**src/rtl/op_frame_parser.sv**
```systemverilog
// Byte-stream front end for the 32-bit ALU: assembles header + operand A + operand B
// into one operation, strobes parser_done, and holds off the next frame until alu_done.
module op_frame_parser #(
  parameter logic [5:0] HDR_MAGIC      = 6'h2A,
  parameter int         TIMEOUT_CYCLES = 255,
  parameter int         TO_W           = 8
) (
  input  logic        clk,
  input  logic        n_rst,
  input  logic [7:0]  in_data,
  input  logic        in_valid,
  output logic        in_ready,
  input  logic        alu_done,
  output logic [31:0] a,
  output logic [31:0] b,
  output logic        operator,
  output logic        data_type,
  output logic        parser_done,
  output logic        frame_err
);

  typedef enum logic [2:0] {
    ST_HDR  = 3'd0,
    ST_OPA  = 3'd1,
    ST_OPB  = 3'd2,
    ST_DONE = 3'd3,
    ST_WAIT = 3'd4
  } state_t;

  localparam bit              TO_EN   = (TIMEOUT_CYCLES > 0);
  localparam logic [TO_W-1:0] TO_MAX  = TO_W'(TIMEOUT_CYCLES);
  localparam logic [TO_W-1:0] TO_LAST = TO_W'(TIMEOUT_CYCLES - 1);

  state_t          state_r, state_s;
  logic [1:0]      cnt_r, cnt_s;
  logic [TO_W-1:0] idle_r, idle_s;
  logic [31:0]     sh_a_r, sh_a_s, sh_b_r, sh_b_s;
  logic            sh_op_r, sh_op_s, sh_dt_r, sh_dt_s;
  logic            ready_s, accept_s, timeout_s, load_s, err_s;

  assign ready_s   = (state_r == ST_HDR) || (state_r == ST_OPA) || (state_r == ST_OPB);
  assign in_ready  = ready_s & ~n_rst;
  assign accept_s  = in_valid & ready_s;
  // The abort fires on the edge that closes the TIMEOUT_CYCLES-th idle cycle; an accept on that edge wins.
  assign timeout_s = TO_EN && !accept_s && (idle_r == TO_LAST);

  // Next-state, shadow assembly and strobe decode.
  always_comb begin
    state_s = state_r;
    cnt_s   = cnt_r;
    idle_s  = idle_r;
    sh_a_s  = sh_a_r;
    sh_b_s  = sh_b_r;
    sh_op_s = sh_op_r;
    sh_dt_s = sh_dt_r;
    load_s  = 1'b0;
    err_s   = 1'b0;
    case (state_r)
      ST_HDR: begin
        if (accept_s && (in_data[7:2] == HDR_MAGIC)) begin
          sh_op_s = in_data[0];
          sh_dt_s = in_data[1];
          cnt_s   = 2'd0;
          idle_s  = {TO_W{1'b0}};
          state_s = ST_OPA;
        end else if (accept_s) begin
          err_s = 1'b1;
        end else begin
          state_s = ST_HDR;
        end
      end
      ST_OPA, ST_OPB: begin
        if (accept_s) begin
          idle_s = {TO_W{1'b0}};
          if (state_r == ST_OPA) begin
            sh_a_s = {sh_a_r[23:0], in_data};
          end else begin
            sh_b_s = {sh_b_r[23:0], in_data};
          end
          if (cnt_r == 2'd3) begin
            cnt_s   = 2'd0;
            state_s = (state_r == ST_OPA) ? ST_OPB : ST_DONE;
            load_s  = (state_r == ST_OPB);
          end else begin
            cnt_s = cnt_r + 2'd1;
          end
        end else if (timeout_s) begin
          err_s   = 1'b1;
          sh_a_s  = 32'd0;
          sh_b_s  = 32'd0;
          sh_op_s = 1'b0;
          sh_dt_s = 1'b0;
          cnt_s   = 2'd0;
          idle_s  = {TO_W{1'b0}};
          state_s = ST_HDR;
        end else if (idle_r != TO_MAX) begin
          idle_s = idle_r + TO_W'(1);
        end else begin
          idle_s = idle_r;
        end
      end
      ST_DONE: begin
        if (alu_done) begin
          state_s = ST_HDR;
        end else begin
          state_s = ST_WAIT;
        end
      end
      ST_WAIT: begin
        if (alu_done) begin
          state_s = ST_HDR;
        end else begin
          state_s = ST_WAIT;
        end
      end
      default: begin
        state_s = ST_HDR;
      end
    endcase
  end

  // State, shadow and registered ALU-facing outputs.
  always_ff @(posedge clk or posedge n_rst) begin
    if (n_rst) begin
      state_r     <= ST_HDR;
      cnt_r       <= 2'd0;
      idle_r      <= {TO_W{1'b0}};
      sh_a_r      <= 32'd0;
      sh_b_r      <= 32'd0;
      sh_op_r     <= 1'b0;
      sh_dt_r     <= 1'b0;
      a           <= 32'd0;
      b           <= 32'd0;
      operator    <= 1'b0;
      data_type   <= 1'b0;
      parser_done <= 1'b0;
      frame_err   <= 1'b0;
    end else begin
      state_r     <= state_s;
      cnt_r       <= cnt_s;
      idle_r      <= idle_s;
      sh_a_r      <= sh_a_s;
      sh_b_r      <= sh_b_s;
      sh_op_r     <= sh_op_s;
      sh_dt_r     <= sh_dt_s;
      parser_done <= load_s;
      frame_err   <= err_s;
      if (load_s) begin
        a         <= sh_a_r;
        b         <= sh_b_s;
        operator  <= sh_op_r;
        data_type <= sh_dt_r;
      end else begin
        a         <= a;
        b         <= b;
        operator  <= operator;
        data_type <= data_type;
      end
    end
  end

endmodule

```
**config.mk**
```make
export PLATFORM = sky130hd
export DESIGN_NAME = op_frame_parser
export DESIGN_NICKNAME = d
export VERILOG_FILES = /design/src/rtl/op_frame_parser.sv
export SDC_FILE = /design/constraint.sdc
export NUM_CORES = 1
export LEC_CHECK = 0
export CORE_MARGIN = 2
export CORE_UTILIZATION = 30
export DETAILED_ROUTE_END_ITERATION = 8
export PLACE_DENSITY = 0.59
export REMOVE_ABC_BUFFERS = 1
export SYNTH_ARGS = -nofsm -noshare
export SYNTH_HDL_FRONTEND = slang
export SYNTH_SLANG_ARGS = --single-unit
export TNS_END_PERCENT = 1
```
**constraint.sdc**
```tcl
create_clock -name clk -period 14.45 [get_ports clk]
set_input_delay 3.6125 -clock clk [delete_from_list [all_inputs] [get_ports clk]]
set_output_delay 3.6125 -clock clk [all_outputs]
set_load 0.02 [all_outputs]
```
==> reports/qor.yml, run 1 <==
wirelength_um: 12210
cts_max_level: 4
layout_commonest_cell: "dfrtp_1"
ant_nets: 0
drt-initial-drc-count: 197
post_cts_resize_count: 0
reg2reg_from: "state_r[2]"
worst_setup_path_end_kind: "primary output"
cts_buffers: 17
drc_errors: 0
synth_top_area_share_pct: 60.38
grt_setup_unrepaired: "false"
hold_path.class: "flip-flop to flip-flop"
nets: 521
cp_top_family: "buffers and inverters"
synth_area_per_cell_um2: 13.40
crit_arrival_ns: 4.99
vias: 3671
die_w_um: 142.6
grt-ovfl-total: 0
min_period_ns: 8.600
reg2regPathDepth: 5
ctsHoldBuffers: 0
vdd_drop_max_uv: 75.19
relSlewSlack_pct: 10.58
crit_path_start_kind: "input pin"
tightest_slew_ns: 1.331
tns_ns: 0
power.density_nw_per_um2: 118.6
p_leak_nw: 3.601
r2r-end: "b[12]"
grt_pass1_wl_um: 20290
clk_latency_ns: 0.42
critical_path.most_common_cell: "clkdlybuf4s50_1"
grt_pass1_vias: 3865
dieArea_um2: 20330
dr.pass1.iters: 4
holdPathEnd: "cnt_r[1]"
n_antenna_cell: 0
maxCapViolCount: 0
core_um2: 18770
wl_per_cell_um: 16.22
grt_util_all_layers_pct: 13.02
drive_gt1_share_pct: 24.66
synthToLayoutAreaGrowth_pct: 27.41
cp_max_fo: 2
syn_area_um2: 5761
async_flop_share_pct: 100.0
ys_seq_elements: 139
timing.hold.ws_ns: 0.4970
synth_edf_count: 0
clock_skew_ns: 0.01002
status: "finished, final reports clean"
path_buf_inv: 2
cp.required_ns: 10.84
post-cts-setup-buffer-count: 0
yosysTopAreaCell: "dfrtp_1"
ys_types: 49
crit_type: "input pin to primary output"
cts_tree: "built"
post-route-period-util_pct: 59.51
netlist_instances: 430
viasPerCell: 4.875
start_util_pct: 30.69
place.gp.congestion: 0.7373
clockBufferDepth: 2
hold_viol: 0
die_h_um: 142.6
fmax_ghz: 0.1163
pin_count: 81
seq_area_frac_synth_pct: 60.38
synthTopCellsByArea: "dfrtp_1 60%, mux2_2 16%, a22o_1 4.0%, mux2i_1 3.1%, nor3_1 1.7%"
row_count: 50
ys.flop_type: "dfrtp_1"
setup_viol: 0
clockRootBuffer: "clkbuf_16"
cts_sinks: 139
slew_viol_final: 0
worstHoldStart: "cnt_r[1]"
grt_max_degree: 90
max_stage_delay_ns: 0.65
slowest_stage: "clkdlybuf4s50_1"
crit_chain: "clkdlybuf4s50_1 > nor3_1 > clkdlybuf4s50_1"
clkTransAtPathRegs_ns: 0.06
ys_warn_count: 0
worstHoldPathCells: 1
port_buffers: 80
antenna_found_initial: 0
dp_hpwl_um: 7741
r2r_setup_slack_ns: 11.19
layout_common_cells: "139 x dfrtp_1, 83 x mux2_2, 80 x clkdlybuf4s50_1"
-- cells by family after synthesis --
kind of cell             after synthesis  share of synthesized area [%]
multiplexers                         101                          19.35
adder cells (fa/ha/maj)                3                         0.6517
flip-flops                           139                          60.38
XOR/XNOR                               1                         0.1521
AO/OA/AOI/OAI                         60                          7.906
buffers and inverters                 49                          4.301
AND/OR/NAND/NOR                       77                          7.255
-- Yosys cell counts, types with 2 or more instances --
| library cell | number |
|---|---|
| and2_1 | 2 |
| a32o_1 | 2 |
| nor2b_1 | 4 |
| nand2_1 | 19 |
| ha_1 | 3 |
| a21boi_0 | 2 |
| a22o_1 | 26 |
| nand3_1 | 9 |
| mux2i_1 | 18 |
| dfrtp_1 | 139 |
| a21oi_1 | 10 |
| and3_1 | 4 |
| clkbuf_1 | 7 |
| buf_2 | 12 |
| o211ai_1 | 2 |
| nor2_1 | 6 |
| o21ai_0 | 5 |
| mux2_2 | 83 |
| nor3_1 | 19 |
| buf_6 | 6 |
| inv_1 | 22 |
| o32ai_1 | 2 |
| a211oi_1 | 2 |
-- report_power, final --
group | switching, mW | internal, mW | total, mW
Sequential | 0.00783 | 0.398 | 0.406
Combinational | 0.0204 | 0.0130 | 0.0334
Clock | 0.168 | 0.264 | 0.432
Total | 0.196 | 0.674 | 0.871
-- layer usage --
metal	GRT usage, %	share of wire [%]	vias up
met5	0	0	-
met4	4.638	1.2	0
met3	4.441	4.4	15
met2	20.90	49	77
met1	16.37	46	1887
li1	-	-	1692
-- stage by stage --
stage / cell area [um^2] / cells / power, mW / setup WS, ns / utilization [%]
5_1_grt: 7340 / 753 / 0.9083 / 5.804 / 39.11
3_5_place_dp: 6743 / 721 / 0.4464 / 5.853 / 35.93
2_1_floorplan: 5595 / 403 / 0.4312 / 6.740 / -
6_report: 7340 / 753 / 0.8708 / 5.850 / 39.11
4_1_cts: 7340 / 753 / 0.8848 / 5.835 / 39.11
3_3_place_gp: 6743 / 721 / 0.4444 / 5.899 / 35.93
-- final cells by class --
| cell class | instances | area, um^2 |
|---|---|---|
| Sequential cell | 139 | 3478 |
| Tap cell | 234 | 292.8 |
| Clock inverter | 13 | 143.9 |
| Fill cell | 1736 | 11430 |
| Multi-Input combinational cell | 242 | 2053 |
| Inverter | 22 | 87.58 |
| Clock buffer | 19 | 452.9 |
| Timing Repair Buffer | 84 | 830.8 |
-- registers in the layout, summed over array words and instances (netlist names) --
register     cells
sh_a_r          32
frame_err        1
sh_dt_r          1
b               32
idle_r           8
operator         1
a               32
sh_op_r          1
state_r          3
parser_done      1
sh_b_r          24
cnt_r            2
data_type        1
-- worst max-delay path by stage --
stage,from,cells past startpoint,to,slack [ns]
floorplan,n_rst,1,in_ready,6.74
global placement,n_rst,3,in_ready,5.90
detailed placement,n_rst,3,in_ready,5.85
CTS,n_rst,3,in_ready,5.83
global route,n_rst,3,in_ready,5.80
finish,n_rst,3,in_ready,5.85
(Power assumes the default switching activity.)
==> run 2, diff against run 1 <==
==> constraint.sdc (replaced) <==
create_clock -name clk -period 9 [get_ports clk]
set_input_delay 2.25 -clock clk [delete_from_list [all_inputs] [get_ports clk]]
set_output_delay 2.25 -clock clk [all_outputs]
set_load 0.02 [all_outputs]
==> reports/qor.yml, run 2 (synthesis results as in run 1) <==
seqCellArea_um2: 3478
dp_hpwl_um: 7740
wirelength_um: 12220
row_count: 50
tightest_slew_ns: 1.232
cp_max_fo: 2
grt-ovfl-total: 0
layout_common_cells: "139 x dfrtp_1, 83 x mux2_2, 80 x clkdlybuf4s50_1"
tns_ns: 0
setup_viol: 0
power.switching_mw: 0.3054
cts_tree: "built"
clkPwrFrac_pct: 52.0
vdd_drop_max_uv: 114.9
dieArea_um2: 20330
place_ws_ns: 3.151
fillCellCount: 1769
status: "finished, final reports clean"
dr.pass1.iters: 5
clockRootBuffer: "clkbuf_16"
grt_pass1_wl_um: 20320
maxCapViolCount: 0
ctsHoldBuffers: 0
cts_max_level: 4
crit_arrival_ns: 3.61
synthToLayoutAreaGrowth_pct: 28.43
drt-initial-drc-count: 180
n_antenna_cell: 0
hold_path.class: "flip-flop to flip-flop"
worstHoldStart: "sh_b_r[20]"
relSlewSlack_pct: 17.26
cts_sinks: 139
top_regs: "a x32, b x32, sh_a_r x32"
die_h_um: 142.6
clkTransAtPathRegs_ns: 0.05
clock_skew_ns: 0.01181
port_buffers: 80
cp.required_ns: 6.75
post-cts-setup-buffer-count: 0
cts_buffers: 17
clk_latency_ns: 0.42
crit_path_start_kind: "input pin"
drive_gt1_share_pct: 24.47
multi_input_area_um2: 2053
die_w_um: 142.6
grt_util_all_layers_pct: 12.95
wl_per_cell_um: 16.22
place.gp.congestion: 0.7378
nets: 521
power.density_nw_per_um2: 198.2
p_leak_nw: 3.636
critPathLaunch: "n_rst"
drc_errors: 0
timing.hold.ws_ns: 0.4988
grt_setup_unrepaired: "false"
pin_count: 81
clockBufferDepth: 2
crit_type: "input pin to primary output"
grt_pass1_vias: 3879
power_mw: 1.467
reg2reg_from: "state_r[2]"
viasPerCell: 4.910
setup_ws_ns: 3.143
fin_area_um2: 7398
vias: 3697
slew_viol_final: 0
grt_max_degree: 90
layout_commonest_cell: "dfrtp_1"
start_util_pct: 30.69
worst_setup_path_end_kind: "primary output"
antenna_found_initial: 0
post_cts_resize_count: 0
post-route-period-util_pct: 65.07
internal-power_mw: 1.161
postPlaceCellArea_um2: 6743
min_period_ns: 5.857
comb_power_share_pct: 3.7
fmax_ghz: 0.1707
hold_viol: 0
swShare_pct: 20.82
ant_nets: 0
power_frac_seq_pct: 44.4
core_um2: 18770
-- run 2: cell count changes in the layout (fill, tap and decap cells not counted) --
cell / delta
clkbuf_8: +3
clkbuf_1: +1
clkinvlp_4: -2
clkinv_2: -1
clkinv_4: -3
bufinv_16: +2
-- run 2: critical path, cell delays in order --
cell and delay [ns]:
clkdlybuf4s50_1 0.48, nor3_1 0.23, clkdlybuf4s50_1 0.64
-- run 2: metal layers --
metal / GRT usage, % / routed length, um / up-vias
met4: 4.794 / 217 / 0
met1: 16.48 / 5536 / 1889
li1: - / - / 1692
met3: 4.172 / 596 / 17
met2: 20.65 / 5865 / 99
met5: 0 / 0 / -
-- run 2: area by class of cell --
cell class,instances,share of cell area [%]
tap,234,3.957
inverter,22,1.184
timing repair buffer,84,11.23
multi-input combinational,242,27.75
clock inverter,9,2.131
clock buffer,23,6.731
sequential,139,47.02
-- run 2: final timing paths --
| kind | slack (ns) | to | cells past startpoint |
|---|---|---|---|
| setup / recovery | 3.14 | in_ready | 3 |
| hold / removal | 0.50 | sh_b_r[20] | 1 |
| setup reg to reg | 5.72 | b[14] | 5 |
| hold reg to reg | 0.50 | sh_b_r[20] | 1 |
| max in group asynchronous | 5.48 | idle_r[5] | 3 |
| min in group asynchronous | 2.36 | a[1] | 2 |
-- run 2: power by group through the flow --
stage / clock, mW / sequential [mW] / combinational [mW]
finish: 0.762 / 0.651 / 0.0537
global route: 0.807 / 0.653 / 0.0616
CTS: 0.782 / 0.650 / 0.0557
detailed placement: 0 / 0.662 / 0.0550
global placement: 0 / 0.661 / 0.0529
floorplan: 0 / 0.659 / 0.0335
-- run 2: through the flow --
stage | cells | utilization, %
CTS | 753 | 39.42
detailed placement | 721 | 35.93
finish | 753 | 39.42
global placement | 721 | 35.93
global route | 753 | 39.42
floorplan | 403 | -
==> run 3, diff against run 2 <==
==> constraint.sdc (replaced) <==
create_clock -name clk -period 5.5 [get_ports clk]
set_input_delay 1.375 -clock clk [delete_from_list [all_inputs] [get_ports clk]]
set_output_delay 1.375 -clock clk [all_outputs]
set_load 0.02 [all_outputs]
==> reports/qor.yml, run 3 (synthesis results as in run 1) <==
status: "finished, final reports clean"
cts_tree: "built"
grt_pass1_wl_um: 19920
fin_area_um2: 7316
ant_nets: 0
vias: 3688
pin_count: 81
core_um2: 18770
crit_type: "input pin to primary output"
cp.required_ns: 4.12
ctsHoldBuffers: 0
setup_viol: 0
dp_hpwl_um: 7804
grt_setup_unrepaired: "false"
post_cts_resize_count: 0
grt_max_degree: 92
cts_sinks: 139
power_mw: 2.215
crit_arrival_ns: 2.70
die_w_um: 142.6
slowest_stage: "clkdlybuf4s50_1"
crit_path_start_kind: "input pin"
slew_viol_final: 0
dr.pass1.iters: 4
fmax_ghz: 0.2456
power.switching_mw: 0.4854
grt_pass1_vias: 3796
layout_commonest_cell: "dfrtp_1"
post-cts-setup-buffer-count: 0
clkPwrFrac_pct: 47.9
post-route-period-util_pct: 74.04
comb_power_share_pct: 4.0
port_buffers: 80
clkTransAtPathRegs_ns: 0.06
top_regs: "a x32, b x32, sh_a_r x32"
hold_path.class: "flip-flop to flip-flop"
place.gp.congestion: 0.7810
crit_chain: "clkdlybuf4s50_1 > nor3_1 > clkdlybuf4s50_1"
grt_util_all_layers_pct: 12.69
wl_per_cell_um: 16.08
drive_gt1_share_pct: 24.42
grt-ovfl-total: 0
power.density_nw_per_um2: 302.7
dieArea_um2: 20330
drt-initial-drc-count: 189
max_stage_delay_ns: 0.64
clk_latency_ns: 0.42
relSlewSlack_pct: 28.23
min_period_ns: 4.072
worst_setup_path_end_kind: "primary output"
layout_common_cells: "139 x dfrtp_1, 83 x mux2_2, 80 x clkdlybuf4s50_1"
start_util_pct: 30.69
clockRootBuffer: "clkbuf_16"
row_count: 50
hold_viol: 0
viasPerCell: 4.891
power_frac_seq_pct: 48.1
path_buf_inv: 2
maxCapViolCount: 0
tns_ns: 0
fillCellCount: 1761
clockBufferDepth: 2
swShare_pct: 21.92
die_h_um: 142.6
p_leak_nw: 3.598
wirelength_um: 12120
cp_top_family: "buffers and inverters"
drc_errors: 0
vdd_drop_max_uv: 204.8
timing.hold.ws_ns: 0.4967
cts_buffers: 17
antenna_found_initial: 0
postPlaceCellArea_um2: 6765
cts_max_level: 4
n_antenna_cell: 0
internal-power_mw: 1.729
synthToLayoutAreaGrowth_pct: 27.00
cp_max_fo: 2
clock_skew_ns: 0.01241
critical_path.most_common_cell: "clkdlybuf4s50_1"
nets: 524
tightest_slew_ns: 1.072
## run 3: cell count changes in the layout (fill, tap and decap cells not counted)
cell        before  now
buf_4            4    7
bufinv_16        4    1
clkbuf_1         1    3
clkbuf_8         5    3
clkinv_2         1    3
clkinv_4         1    0
clkinvlp_4       2    3
inv_6            2    1
nor3_1          19   18
nor3_2           0    1
## run 3: worst reg2reg max path: stages, from the launching register on
cell and delay, ns:
dfrtp_1 0.48, nand2b_1 0.14, buf_4 0.31, nor2b_2 0.07
buf_4 0.23, nand2_4 0.69, mux2_2 0.48
## run 3: final timing paths
| kind | cells after the start | slack [ns] | to | from |
|---|---|---|---|---|
| worst max-delay path | 3 | 1.43 | in_ready | n_rst |
| worst min-delay path | 1 | 0.50 | cnt_r[1] | cnt_r[1] |
| worst max register to register | 6 | 2.97 | a[8] | state_r[2] |
| worst min register to register | 1 | 0.50 | cnt_r[1] | cnt_r[1] |
| max in group asynchronous | 3 | 3.11 | sh_b_r[3] | n_rst |
| min in group asynchronous | 2 | 1.52 | state_r[2] | n_rst |
## run 3: area by class of cell
type                    count  area (um^2)  share of cell area (%)
inverters                  22        87.58                   1.197
clock buffers              23        478.0                   6.533
repair buffers             87        853.3                   11.66
multi-input cells         242         2058                   28.13
clock inverters             7        67.56                  0.9236
flip-flops and latches    139         3478                   47.55
well taps                 234        292.8                   4.002
## run 3: metal layers
metal  share of wire (%)  vias to the layer above  GRT usage [%]  wire length [um]
met3                 4.2                       20          3.735               504
met1                  47                     1895          16.62              5666
met5                   0                        -              0                 0
met2                  47                       77          19.61              5679
li1                    -                     1696              -                 -
met4                 2.2                        0          5.367               271
## run 3: power groups by stage
stage                     logic, mW  registers, mW  clock network [mW]
after floorplan              0.0549           1.08                   0
after global placement       0.0875           1.08                   0
after detailed placement     0.0910           1.08                   0
after CTS                    0.0915           1.06                1.09
after global routing          0.102           1.07                1.13
final                        0.0884           1.06                1.06
## run 3: stage by stage
step                setup WS, ns  cells  utilization [%]
floorplan                 0.4005    403                -
finish                     1.428    754            38.98
global route               1.375    754            38.98
CTS                        1.420    754            38.95
global placement           1.426    724            36.05
detailed placement         1.383    724            36.05
